--- config.mk ---
export PLATFORM = sky130hd
export DESIGN_NAME = sms4_key_sched_flat
export DESIGN_NICKNAME = d
export VERILOG_FILES = /design/src/rtl/sms4_key_sched_if.sv /design/src/rtl/sms4_key_sched.sv /design/src/flat_wrapper.sv
export SDC_FILE = /design/constraint.sdc
export NUM_CORES = 2
export LEC_CHECK = 0
export ABC_AREA = 1
export BUFFER_PORTS_ARGS = -buffer_cell sky130_fd_sc_hd__clkbuf_2
export CAP_MARGIN = 30
export CORE_UTILIZATION = 28
export CTS_CLUSTER_SIZE = 24
export DETAILED_ROUTE_END_ITERATION = 6
export HOLD_SLACK_MARGIN = 0.02
export PLACE_DENSITY = 0.4
export SETUP_SLACK_MARGIN = 0.02
export SLEW_MARGIN = 25
export SYNTH_ARGS = -nofsm -noshare
export SYNTH_HDL_FRONTEND = slang
export SYNTH_SLANG_ARGS = --single-unit
--- constraint.sdc ---
create_clock -name clk -period 3.95 [get_ports clk]
set_input_delay 0.395 -clock clk [delete_from_list [all_inputs] [get_ports clk]]
set_output_delay 0.395 -clock clk [all_outputs]
set_load 0.01 [all_outputs]
--- src/rtl/sms4_key_sched_if.sv ---
// Key schedule bus: master key load, delivery-pointer control and round key readout.
// Bit ranges stay big-endian so that word 0 of the master key occupies bits [0:31].
interface sms4_key_sched_if #(
    parameter int KWIDTH = 128,
    parameter int RWIDTH = 32
);
    logic [0:KWIDTH-1] key_in;
    logic              key_load;
    logic              mode;
    logic              rk_start;
    logic              rk_next;
    logic [0:RWIDTH-1] round_key;
    logic [0:4]        round_idx;
    logic              key_busy;
    logic              key_ready;

    modport master (
        output key_in, key_load, mode, rk_start, rk_next,
        input  round_key, round_idx, key_busy, key_ready
    );

    modport slave (
        input  key_in, key_load, mode, rk_start, rk_next,
        output round_key, round_idx, key_busy, key_ready
    );
endinterface

--- src/rtl/sms4_key_sched.sv ---
// SMS4 key expansion: one round key per clock into a 32-entry store, then
// delivered through a pointer that walks forward (encrypt) or backward (decrypt).
module ARS_sbox (
    input  logic [7:0] din,
    output logic [7:0] dout
);
    localparam logic [7:0] SBOX [256] = '{
        8'hd6, 8'h90, 8'he9, 8'hfe, 8'hcc, 8'he1, 8'h3d, 8'hb7, 8'h16, 8'hb6, 8'h14, 8'hc2, 8'h28, 8'hfb, 8'h2c, 8'h05,
        8'h2b, 8'h67, 8'h9a, 8'h76, 8'h2a, 8'hbe, 8'h04, 8'hc3, 8'haa, 8'h44, 8'h13, 8'h26, 8'h49, 8'h86, 8'h06, 8'h99,
        8'h9c, 8'h42, 8'h50, 8'hf4, 8'h91, 8'hef, 8'h98, 8'h7a, 8'h33, 8'h54, 8'h0b, 8'h43, 8'hed, 8'hcf, 8'hac, 8'h62,
        8'he4, 8'hb3, 8'h1c, 8'ha9, 8'hc9, 8'h08, 8'he8, 8'h95, 8'h80, 8'hdf, 8'h94, 8'hfa, 8'h75, 8'h8f, 8'h3f, 8'ha6,
        8'h47, 8'h07, 8'ha7, 8'hfc, 8'hf3, 8'h73, 8'h17, 8'hba, 8'h83, 8'h59, 8'h3c, 8'h19, 8'he6, 8'h85, 8'h4f, 8'ha8,
        8'h68, 8'h6b, 8'h81, 8'hb2, 8'h71, 8'h64, 8'hda, 8'h8b, 8'hf8, 8'heb, 8'h0f, 8'h4b, 8'h70, 8'h56, 8'h9d, 8'h35,
        8'h1e, 8'h24, 8'h0e, 8'h5e, 8'h63, 8'h58, 8'hd1, 8'ha2, 8'h25, 8'h22, 8'h7c, 8'h3b, 8'h01, 8'h21, 8'h78, 8'h87,
        8'hd4, 8'h00, 8'h46, 8'h57, 8'h9f, 8'hd3, 8'h27, 8'h52, 8'h4c, 8'h36, 8'h02, 8'he7, 8'ha0, 8'hc4, 8'hc8, 8'h9e,
        8'hea, 8'hbf, 8'h8a, 8'hd2, 8'h40, 8'hc7, 8'h38, 8'hb5, 8'ha3, 8'hf7, 8'hf2, 8'hce, 8'hf9, 8'h61, 8'h15, 8'ha1,
        8'he0, 8'hae, 8'h5d, 8'ha4, 8'h9b, 8'h34, 8'h1a, 8'h55, 8'had, 8'h93, 8'h32, 8'h30, 8'hf5, 8'h8c, 8'hb1, 8'he3,
        8'h1d, 8'hf6, 8'he2, 8'h2e, 8'h82, 8'h66, 8'hca, 8'h60, 8'hc0, 8'h29, 8'h23, 8'hab, 8'h0d, 8'h53, 8'h4e, 8'h6f,
        8'hd5, 8'hdb, 8'h37, 8'h45, 8'hde, 8'hfd, 8'h8e, 8'h2f, 8'h03, 8'hff, 8'h6a, 8'h72, 8'h6d, 8'h6c, 8'h5b, 8'h51,
        8'h8d, 8'h1b, 8'haf, 8'h92, 8'hbb, 8'hdd, 8'hbc, 8'h7f, 8'h11, 8'hd9, 8'h5c, 8'h41, 8'h1f, 8'h10, 8'h5a, 8'hd8,
        8'h0a, 8'hc1, 8'h31, 8'h88, 8'ha5, 8'hcd, 8'h7b, 8'hbd, 8'h2d, 8'h74, 8'hd0, 8'h12, 8'hb8, 8'he5, 8'hb4, 8'hb0,
        8'h89, 8'h69, 8'h97, 8'h4a, 8'h0c, 8'h96, 8'h77, 8'h7e, 8'h65, 8'hb9, 8'hf1, 8'h09, 8'hc5, 8'h6e, 8'hc6, 8'h84,
        8'h18, 8'hf0, 8'h7d, 8'hec, 8'h3a, 8'hdc, 8'h4d, 8'h20, 8'h79, 8'hee, 8'h5f, 8'h3e, 8'hd7, 8'hcb, 8'h39, 8'h48
    };

    assign dout = SBOX[din];
endmodule

module sms4_key_sched #(
    parameter int KWIDTH = 128,
    parameter int RWIDTH = 32
) (
    input  logic               clk,
    input  logic               reset,
    sms4_key_sched_if.slave    bus
);
    localparam int NWORDS = KWIDTH / RWIDTH;

    localparam logic [RWIDTH-1:0] FK [4] = '{
        32'hA3B1BAC6, 32'h56AA3350, 32'h677D9197, 32'hB27022DC
    };

    typedef enum logic [1:0] {
        IDLE,
        EXPAND,
        READY
    } state_t;

    state_t            state;
    logic [4:0]        cnt;
    logic [4:0]        ptr;
    logic              mode_r;
    logic              busy_r;
    logic              ready_r;
    logic [RWIDTH-1:0] wk    [4];
    logic [RWIDTH-1:0] store [32];

    logic [RWIDTH-1:0] ck;
    logic [RWIDTH-1:0] sx;
    logic [RWIDTH-1:0] tx;
    logic [RWIDTH-1:0] rk;
    logic [7:0]        ck_base;

    // CK byte j of round i is (4i+j)*7 mod 256, so only the byte offset varies.
    always_comb begin
        ck_base      = {1'b0, cnt, 2'b00};
        ck[31:24]    = ck_base * 8'd7;
        ck[23:16]    = (ck_base + 8'd1) * 8'd7;
        ck[15:8]     = (ck_base + 8'd2) * 8'd7;
        ck[7:0]      = (ck_base + 8'd3) * 8'd7;
    end

    assign sx = wk[1] ^ wk[2] ^ wk[3] ^ ck;

    for (genvar g = 0; g < 4; g++) begin : g_sbox
        ARS_sbox u_sbox (
            .din  (sx[8*g +: 8]),
            .dout (tx[8*g +: 8])
        );
    end

    assign rk = wk[0] ^ tx
              ^ {tx[RWIDTH-14:0], tx[RWIDTH-1:RWIDTH-13]}
              ^ {tx[RWIDTH-24:0], tx[RWIDTH-1:RWIDTH-23]};

    always_ff @(posedge clk or negedge reset) begin
        if (!reset) begin
            state   <= IDLE;
            cnt     <= '0;
            ptr     <= '0;
            mode_r  <= 1'b0;
            busy_r  <= 1'b0;
            ready_r <= 1'b0;
            for (int unsigned i = 0; i < 4; i++) wk[i] <= '0;
            for (int unsigned i = 0; i < 32; i++) store[i] <= '0;
        end else begin
            case (state)
                IDLE, READY: begin
                    if (bus.key_load) begin
                        for (int unsigned j = 0; j < NWORDS; j++)
                            wk[j] <= bus.key_in[j*RWIDTH +: RWIDTH] ^ FK[j];
                        cnt     <= '0;
                        state   <= EXPAND;
                        busy_r  <= 1'b1;
                        ready_r <= 1'b0;
                    end
                end
                EXPAND: begin
                    store[cnt] <= rk;
                    wk[0]      <= wk[1];
                    wk[1]      <= wk[2];
                    wk[2]      <= wk[3];
                    wk[3]      <= rk;
                    cnt        <= cnt + 5'd1;
                    if (cnt == 5'd31) begin
                        state   <= READY;
                        busy_r  <= 1'b0;
                        ready_r <= 1'b1;
                    end
                end
                default: state <= IDLE;
            endcase

            // Pointer control runs off the current state, so a reload and a
            // pointer request in the same READY cycle are both honoured.
            if (state == READY) begin
                if (bus.rk_start) begin
                    mode_r <= bus.mode;
                    ptr    <= bus.mode ? 5'd31 : 5'd0;
                end else if (bus.rk_next) begin
                    ptr <= mode_r ? ptr - 5'd1 : ptr + 5'd1;
                end
            end
        end
    end

    assign bus.key_busy  = busy_r;
    assign bus.key_ready = ready_r;
    assign bus.round_idx = ptr;
    assign bus.round_key = store[ptr];
endmodule

--- src/flat_wrapper.sv ---
// flat-port wrapper written by rule: the top's interface ports become plain ports
module sms4_key_sched_flat 
#(
    parameter int KWIDTH = 128,
    parameter int RWIDTH = 32
)
  (clk, reset, bus_key_in, bus_key_load, bus_mode, bus_rk_start, bus_rk_next, bus_round_key, bus_round_idx, bus_key_busy, bus_key_ready);
  sms4_key_sched_if #(.KWIDTH(KWIDTH), .RWIDTH(RWIDTH)) bus_i ();
  input  logic clk;
  input  logic reset;
  input wire logic [$bits(bus_i.key_in)-1:0] bus_key_in;
  input wire logic [$bits(bus_i.key_load)-1:0] bus_key_load;
  input wire logic [$bits(bus_i.mode)-1:0] bus_mode;
  input wire logic [$bits(bus_i.rk_start)-1:0] bus_rk_start;
  input wire logic [$bits(bus_i.rk_next)-1:0] bus_rk_next;
  output wire logic [$bits(bus_i.round_key)-1:0] bus_round_key;
  output wire logic [$bits(bus_i.round_idx)-1:0] bus_round_idx;
  output wire logic [$bits(bus_i.key_busy)-1:0] bus_key_busy;
  output wire logic [$bits(bus_i.key_ready)-1:0] bus_key_ready;
  assign bus_i.key_in = bus_key_in;
  assign bus_i.key_load = bus_key_load;
  assign bus_i.mode = bus_mode;
  assign bus_i.rk_start = bus_rk_start;
  assign bus_i.rk_next = bus_rk_next;
  assign bus_round_key = bus_i.round_key;
  assign bus_round_idx = bus_i.round_idx;
  assign bus_key_busy = bus_i.key_busy;
  assign bus_key_ready = bus_i.key_ready;
  sms4_key_sched #(.KWIDTH(KWIDTH), .RWIDTH(RWIDTH)) u_core (.clk(clk), .reset(reset), .bus(bus_i));
endmodule
After elaboration in Yosys (flattened, before gate mapping)
Memory sizes are Yosys's and may differ from the RTL's.
Cells that the tools add are included.

storage, ports and cells
  bits in read-only memories = 8192
  memories kept = 4
  register bits after elaboration = 1167
  logic and storage cells = 125
  input port bits = 134

operators by class
  $add $sub $neg = 6
  bitwise operators = 16
  order comparisons = 7
  equality and inequality tests = 5
  muxes and demuxes = 31
  reduce and logical (&&, ||, !) cells = 10
  multipliers = 4

memories
  memory            depth  bits a word  read ports  clocked after Yosys merged registers in  wr ports  RTL line              RTL
  (name not given)  256    8            1           0                                        0         sms4_key_sched.sv:26  assign dout = SBOX[din];
  (name not given)  256    8            1           0                                        0         sms4_key_sched.sv:26
  (name not given)  256    8            1           0                                        0         sms4_key_sched.sv:26
  (name not given)  256    8            1           0                                        0         sms4_key_sched.sv:26

operators with widths
  operator             count
  $bwmux 1024          1
  $pmux 128 s2         1
  $xor 32x32->32       6
  $bmux 32 s5          1
  $demux 32 s5         1
  $mux 128             1
  $mux 32              3
  $mux 8               8
  $ge 9x9->1 const B   4
  $not 8->9            4
  $not 14->14          2
  $mux 5               5
  $mul 8x3->8 const B  3
  $not 19->19          1
  $not 17->17          1
  $add 7x2->8 const B  2
  $ge 6x6->1 const B   2
  $not 5->6            2
  $add 5x1->5 const B  2
  $pmux 5 s2           1
  $add 7x1->8 const B  1
  $reduce_and 2->1     4
  $lt 6x1->1 const B   1
  $mul 5x3->6 const B  1
  15 further kinds     21

Longest topological paths before layout
  depth after elaboration = 11
  depth in mapped cells = 27
  mapped depth without buffers = 26

By module
Synthesis repeated with hierarchy kept, for this count alone.

second synthesis, totals
  cell total of the unflattened synthesis = 10405
  area, all modules = 71324.7 µm²

modules (own cells, without submodules)
  module                                  times used  area an instance (µm²)  cells an instance  seq. area each (µm²)
  sms4_key_sched                          1           59338.2                 7891               29203.0
  ARS_sbox (u_core.g_sbox[0].u_sbox ...)  2           3016.6                  628                0.0
  ARS_sbox (u_core.g_sbox[2].u_sbox ...)  2           2976.6                  629                0.0

Least setup slack after synthesis
No wires, ideal clock.

  path kind = register to register
  from = register u_core.cnt[0]
  to = register u_core.store[184] (netlist bit)
  arrival time = 3626 ps
  required time = 3832 ps
  stages on the path, launching flop included = 20
  setup slack = 206 ps
  setup time = 118 ps
  cell sequence = dfrtp_1 -> fa_1 -> ha_1 -> inv_1 -> fa_1 -> xor2_1 -> xnor2_2 -> inv_2 -> clkbuf_1 -> a21oi_1 -> nand2_1 -> nand3_1 -> nand3_2 -> nand2_1 -> nand2_1 -> nand2_1 -> nand2_1 -> buf_4 -> nand3_1 -> nand2_1

between the ends
  word-level cells in the longest chain between the ends = 10
  elaborated cells between the ends (all ways) = 28
  those cells by class = add/sub: 2; mul: 3; order compare: 2; mux: 9; bitwise: 8; reduce/logical: 1; memory: 3

ends and longest elaborated chain
  item                                                              RTL line                                    RTL
  start, declared                                                   sms4_key_sched.sv:50                        logic [4:0] cnt;
  start signal, assigned                                            sms4_key_sched.sv:114                       cnt <= cnt + 5'd1;
  $add 7x2->8 or $mul 5x3->6 (tied branches)                        sms4_key_sched.sv:69, sms4_key_sched.sv:67
  $mul 8x3->8 or $xor 32x32->32 (tied branches)                     sms4_key_sched.sv:69, sms4_key_sched.sv:73
  $xor 32x32->32 or $not 8->9 (tied branches)                       sms4_key_sched.sv:73, sms4_key_sched.sv:26
  $not 8->9 (not written as such) or $mem_v2 256x8 (tied branches)  n/a
  $mem_v2 256x8 or $mux 8 (tied branches)                           n/a
  $mux 8 (not written as such)                                      sms4_key_sched.sv:26
  $mux 8 (not written as such) or $xor 32x32->32 (tied branches)    sms4_key_sched.sv:26, sms4_key_sched.sv:82
  $xor 32x32->32                                                    sms4_key_sched.sv:83                        ^ {tx[RWIDTH-14:0], tx[RWIDTH-1:RWIDTH-13]}
  $xor 32x32->32                                                    sms4_key_sched.sv:84                        ^ {tx[RWIDTH-24:0], tx[RWIDTH-1:RWIDTH-23]};
  $bwmux 1024 (*)                                                   sms4_key_sched.sv:109                       store[cnt] <= rk;
  end signal, assigned by index                                     sms4_key_sched.sv:109
  end, declared                                                     sms4_key_sched.sv:56                        logic [RWIDTH-1:0] store [32];

Every way passes the cells marked *; elsewhere a longest branch is shown, timed or not. The select of a mux whose other input is x is not followed.
A chain may end at the register's enable or synchronous reset.

Worst setup path after layout
  from = register u_core.cnt[0]
  to = register u_core.store[258] (netlist bit)

between the ends
  word-level cells in the longest chain between the ends = 11
  elaborated cells between the ends (all ways) = 29
  those cells by class = add/sub: 3; mul: 3; order compare: 2; mux: 9; bitwise: 8; reduce/logical: 1; memory: 3

ends and longest elaborated chain
  item                                       RTL line               RTL
  $add 7x2->8                                sms4_key_sched.sv:70   ck[7:0] = (ck_base + 8'd3) * 8'd7;
  $mul 8x3->8                                sms4_key_sched.sv:70
  $xor 32x32->32                             sms4_key_sched.sv:73   assign sx = wk[1] ^ wk[2] ^ wk[3] ^ ck;
  $not 8->9 (not written as such)            sms4_key_sched.sv:26
  $mem_v2 256x8                              n/a
  $mux 8 (not written as such) (2 in a row)  sms4_key_sched.sv:26
  $xor 32x32->32                             sms4_key_sched.sv:82   assign rk = wk[0] ^ tx
  $xor 32x32->32                             sms4_key_sched.sv:83
  $xor 32x32->32                             sms4_key_sched.sv:84
  $bwmux 1024 (*)                            sms4_key_sched.sv:109

Marks and branches as above.

==> results.yml <==
status:
  status: "finished, violations left"
  violations: "setup timing"
route:
  drt_first_iter_violations: 10093
  drc_errors: 0
  vias_per_cell: 5.58
  first_pass_iters: 6
  avgRoutedWirePerCell_um: 29.0
  ant_nets: 0
  vias: 81619
  wl_mm: 425
floorplan:
  die_area_um2: 258000
  die_w_um: 508
  io_pins: 173
  initial_core_util: 0.282
  rows: 185
  coreArea_um2: 254000
  fp.dieH_um: 508
clock_tree:
  numCtsBuffers: 150
  clockRootBuffer: "clkbuf_16"
  cts_sinks: 1167
  cts_tree: "done"
  path_clk_slew_ns: 0.09
  insertion_delay_ns: 0.84
  clockBufferDepth: 3
  cts_max_level: 4
yosys:
  synth_seq_cells: 1167
  ys_seq_area_frac: 0.408
  synthTopCellsByArea: "dfrtp_1 41%, nand2_1 20%, nand3_1 14%"
  ys_types: 47
  yosysWarnings: 0
  yosys-top-cells-count: "3,747 x nand2_1, 1,997 x nand3_1, 1,167 x dfrtp_1"
  synth-edff-count: 0
  ys.flop_type: "dfrtp_1"
  syn_avg_cell_area_um2: 6.87
  synth_top_area_share: 0.408
  synth_largest_area_cell: "dfrtp_1"
  synth_most_common_cell: "nand2_1"
  async_flop_share: 1.00
  syn_area_um2: 71600
  synth.net_count: 10632
  netlist_instances: 10432
placed_design:
  gp_congestion: 0.935
  hpwlAfterDp_mm: 270
  io_buffers: 172
timing:
  worstMarginPinSlew_ns: 1.05
  skew_ns: 0.0780
  finalHoldViolCount: 0
  rsz0062_at_grt: "true"
  fin_crit_ns: 4.23
  max-slew-margin-rel: 0.297
  drv_slew: 0
  tns_ns: -182.66
  worst_slack_ns: -0.284
  max_freq_ghz: 0.236
  post-route-period-util: 1.07
  setup_viol: 1063
worst_setup_path:
  critPathMaxStageDelay_ns: 0.60
  r2r_cells: 23
  timing.critical_path.mode_cell: "nand2_1"
  slowest_stage: "fa_1"
  required_ns: 4.64
  cp_top_family: "simple AND/OR/NAND/NOR gates"
  startpoint_type: "flop"
  arrival_ns: 4.92
  cp_cell_sequence: "fa_1 > buf_6 > ha_4 > inv_2 > fa_2 > o21ai_1 > buf_4 > nand3b_1 > nand2_1 > inv_2 > buf_12 > buf_4 > nand3_1 > nand2_1 > nand2_1 > nand2_1 > buf_4 > nand2_1 > nand2_1 > nand3_2 > buf_12 > nand3_1 > nand2_1"
  critPathCapture: "u_core.store[258]$_DFFE_PN0P_"
  cp-end-kind: "flop"
  r2r_end: "u_core.store[258]$_DFFE_PN0P_"
  cp.depth: 23
  reg2reg_slack_ns: -0.28
  path_buf_inv: 8
  rr_startpoint: "u_core.cnt[0]$_DFFE_PN0P_"
  worstSetupPathType: "reg2reg"
  worstPathMaxFanout: 32
  critPathLaunch: "u_core.cnt[0]$_DFFE_PN0P_"
grt:
  grt_use_met1: 0.467
  grt-ovfl-total: 0
  grt-busiest-layer: "met2"
  grtUsageTotal: 0.318
  use_met3: 0.0445
  grtUsageMet2: 0.481
  grt_pass1_vias: 77462
  antenna_found_initial: 18
  grt_pass1_wl_mm: 595
  grt_max_degree: 155
final_layout:
  area_delta_synth_final_pct: 28.8
  fin_nets: 11342
  drive_gt1_frac: 0.176
run:
  drv_cap: 0
hold_path:
  hold_class: "in2async"
[metrics by stage]
stage | hold slack, ns | setup WS (ns) | cells | cell area, µm² | utilization
2_1_floorplan | 0.0994 | 0.206 | 10432 | 71700 | -
3_3_place_gp | 0.320 | -0.547 | 14161 | 83400 | 0.328
3_5_place_dp | 0.320 | -0.566 | 14164 | 83500 | 0.328
4_1_cts | 0.0233 | -0.300 | 14606 | 91200 | 0.359
5_1_grt | 0.0513 | -0.450 | 14638 | 92300 | 0.363
6_report | 0.0548 | -0.284 | 14640 | 92300 | 0.363
[final cells by class]
cell class	count	area, µm²
diodes	8	20.0
clock buffers	226	4460
clock inverters	50	601
fillers	27073	162000
inverters	384	1490
multi-input cells	8043	38500
flip-flops and latches	1167	29200
well taps	3366	4210
repair buffers	1396	13700
[routing by layer]
layer,wire [µm],up-vias,share of wire
li1,-,35975,-
met4,13100,10,0.031
met3,31400,618,0.074
met2,184000,3827,0.43
met1,196000,41189,0.46
met5,68,-,0.00016
[flip-flops by register name, summed over array words and instances (netlist names)]
| name | cells |
|---|---|
| u_core.store | 1024 |
| u_core.mode_r | 1 |
| u_core.cnt | 5 |
| u_core.wk | 128 |
| u_core.state | 2 |
| u_core.bus.key_ready | 1 |
| u_core.bus.round_idx | 5 |
| u_core.bus.key_busy | 1 |
[cell usage in the layout (no fill, tap or decap), drive strengths merged, types with 33 or more instances in the layout]
master | Yosys | routed
nor3 | 46 | 46
buf | 349 | 1073
o22ai | 139 | 139
o221ai | 188 | 188
xnor2 | 33 | 33
clkbuf | 489 | 413
o21ai | 631 | 631
a31oi | 85 | 85
nand2 | 3833 | 3833
a21oi | 64 | 64
nor2 | 790 | 790
inv | 380 | 388
ha | 58 | 58
nand3 | 2023 | 2023
dlygate4sd3 | 0 | 132
clkinv | 4 | 34
dfrtp | 1167 | 1167
a221oi | 38 | 38
[logic make-up (layout without fill, tap and decap cells)]
group           after synthesis  count (layout)  synth area share
flops                      1167            1167             0.408
other cells                   0               8                 0
simple gates               6730            6730             0.397
xor+xnor                     50              50           0.00674
compound gates             1197            1197             0.102
buf+inv                    1222            2056            0.0750
fa+ha+maj                    66              66            0.0124
[repair_timing]
item	CTS	global route
hold endpoints to repair	425	0
hold buffers	132	0
endpoints found under the setup margin	1084	1087
buffers inserted	16	7
cloned	18	18
pin swaps	19	39
gates resized for setup	172	132
[worst min-delay path by stage]
stage,start,endpoint,cells after the start
2_1_floorplan,reset,u_core.bus.key_busy$_DFFE_PN0P_,0
4_1_cts,reset,u_core.wk[40]$_DFFE_PN0P_,2
3_3_place_gp,reset,u_core.wk[40]$_DFFE_PN0P_,1
6_report,reset,u_core.wk[40]$_DFFE_PN0P_,2
5_1_grt,reset,u_core.wk[40]$_DFFE_PN0P_,2
3_5_place_dp,reset,u_core.wk[40]$_DFFE_PN0P_,1
Power is left out: the tool's default activity adds up to more than one toggle a clock period on the data nets, which glitch-free logic cannot reach.
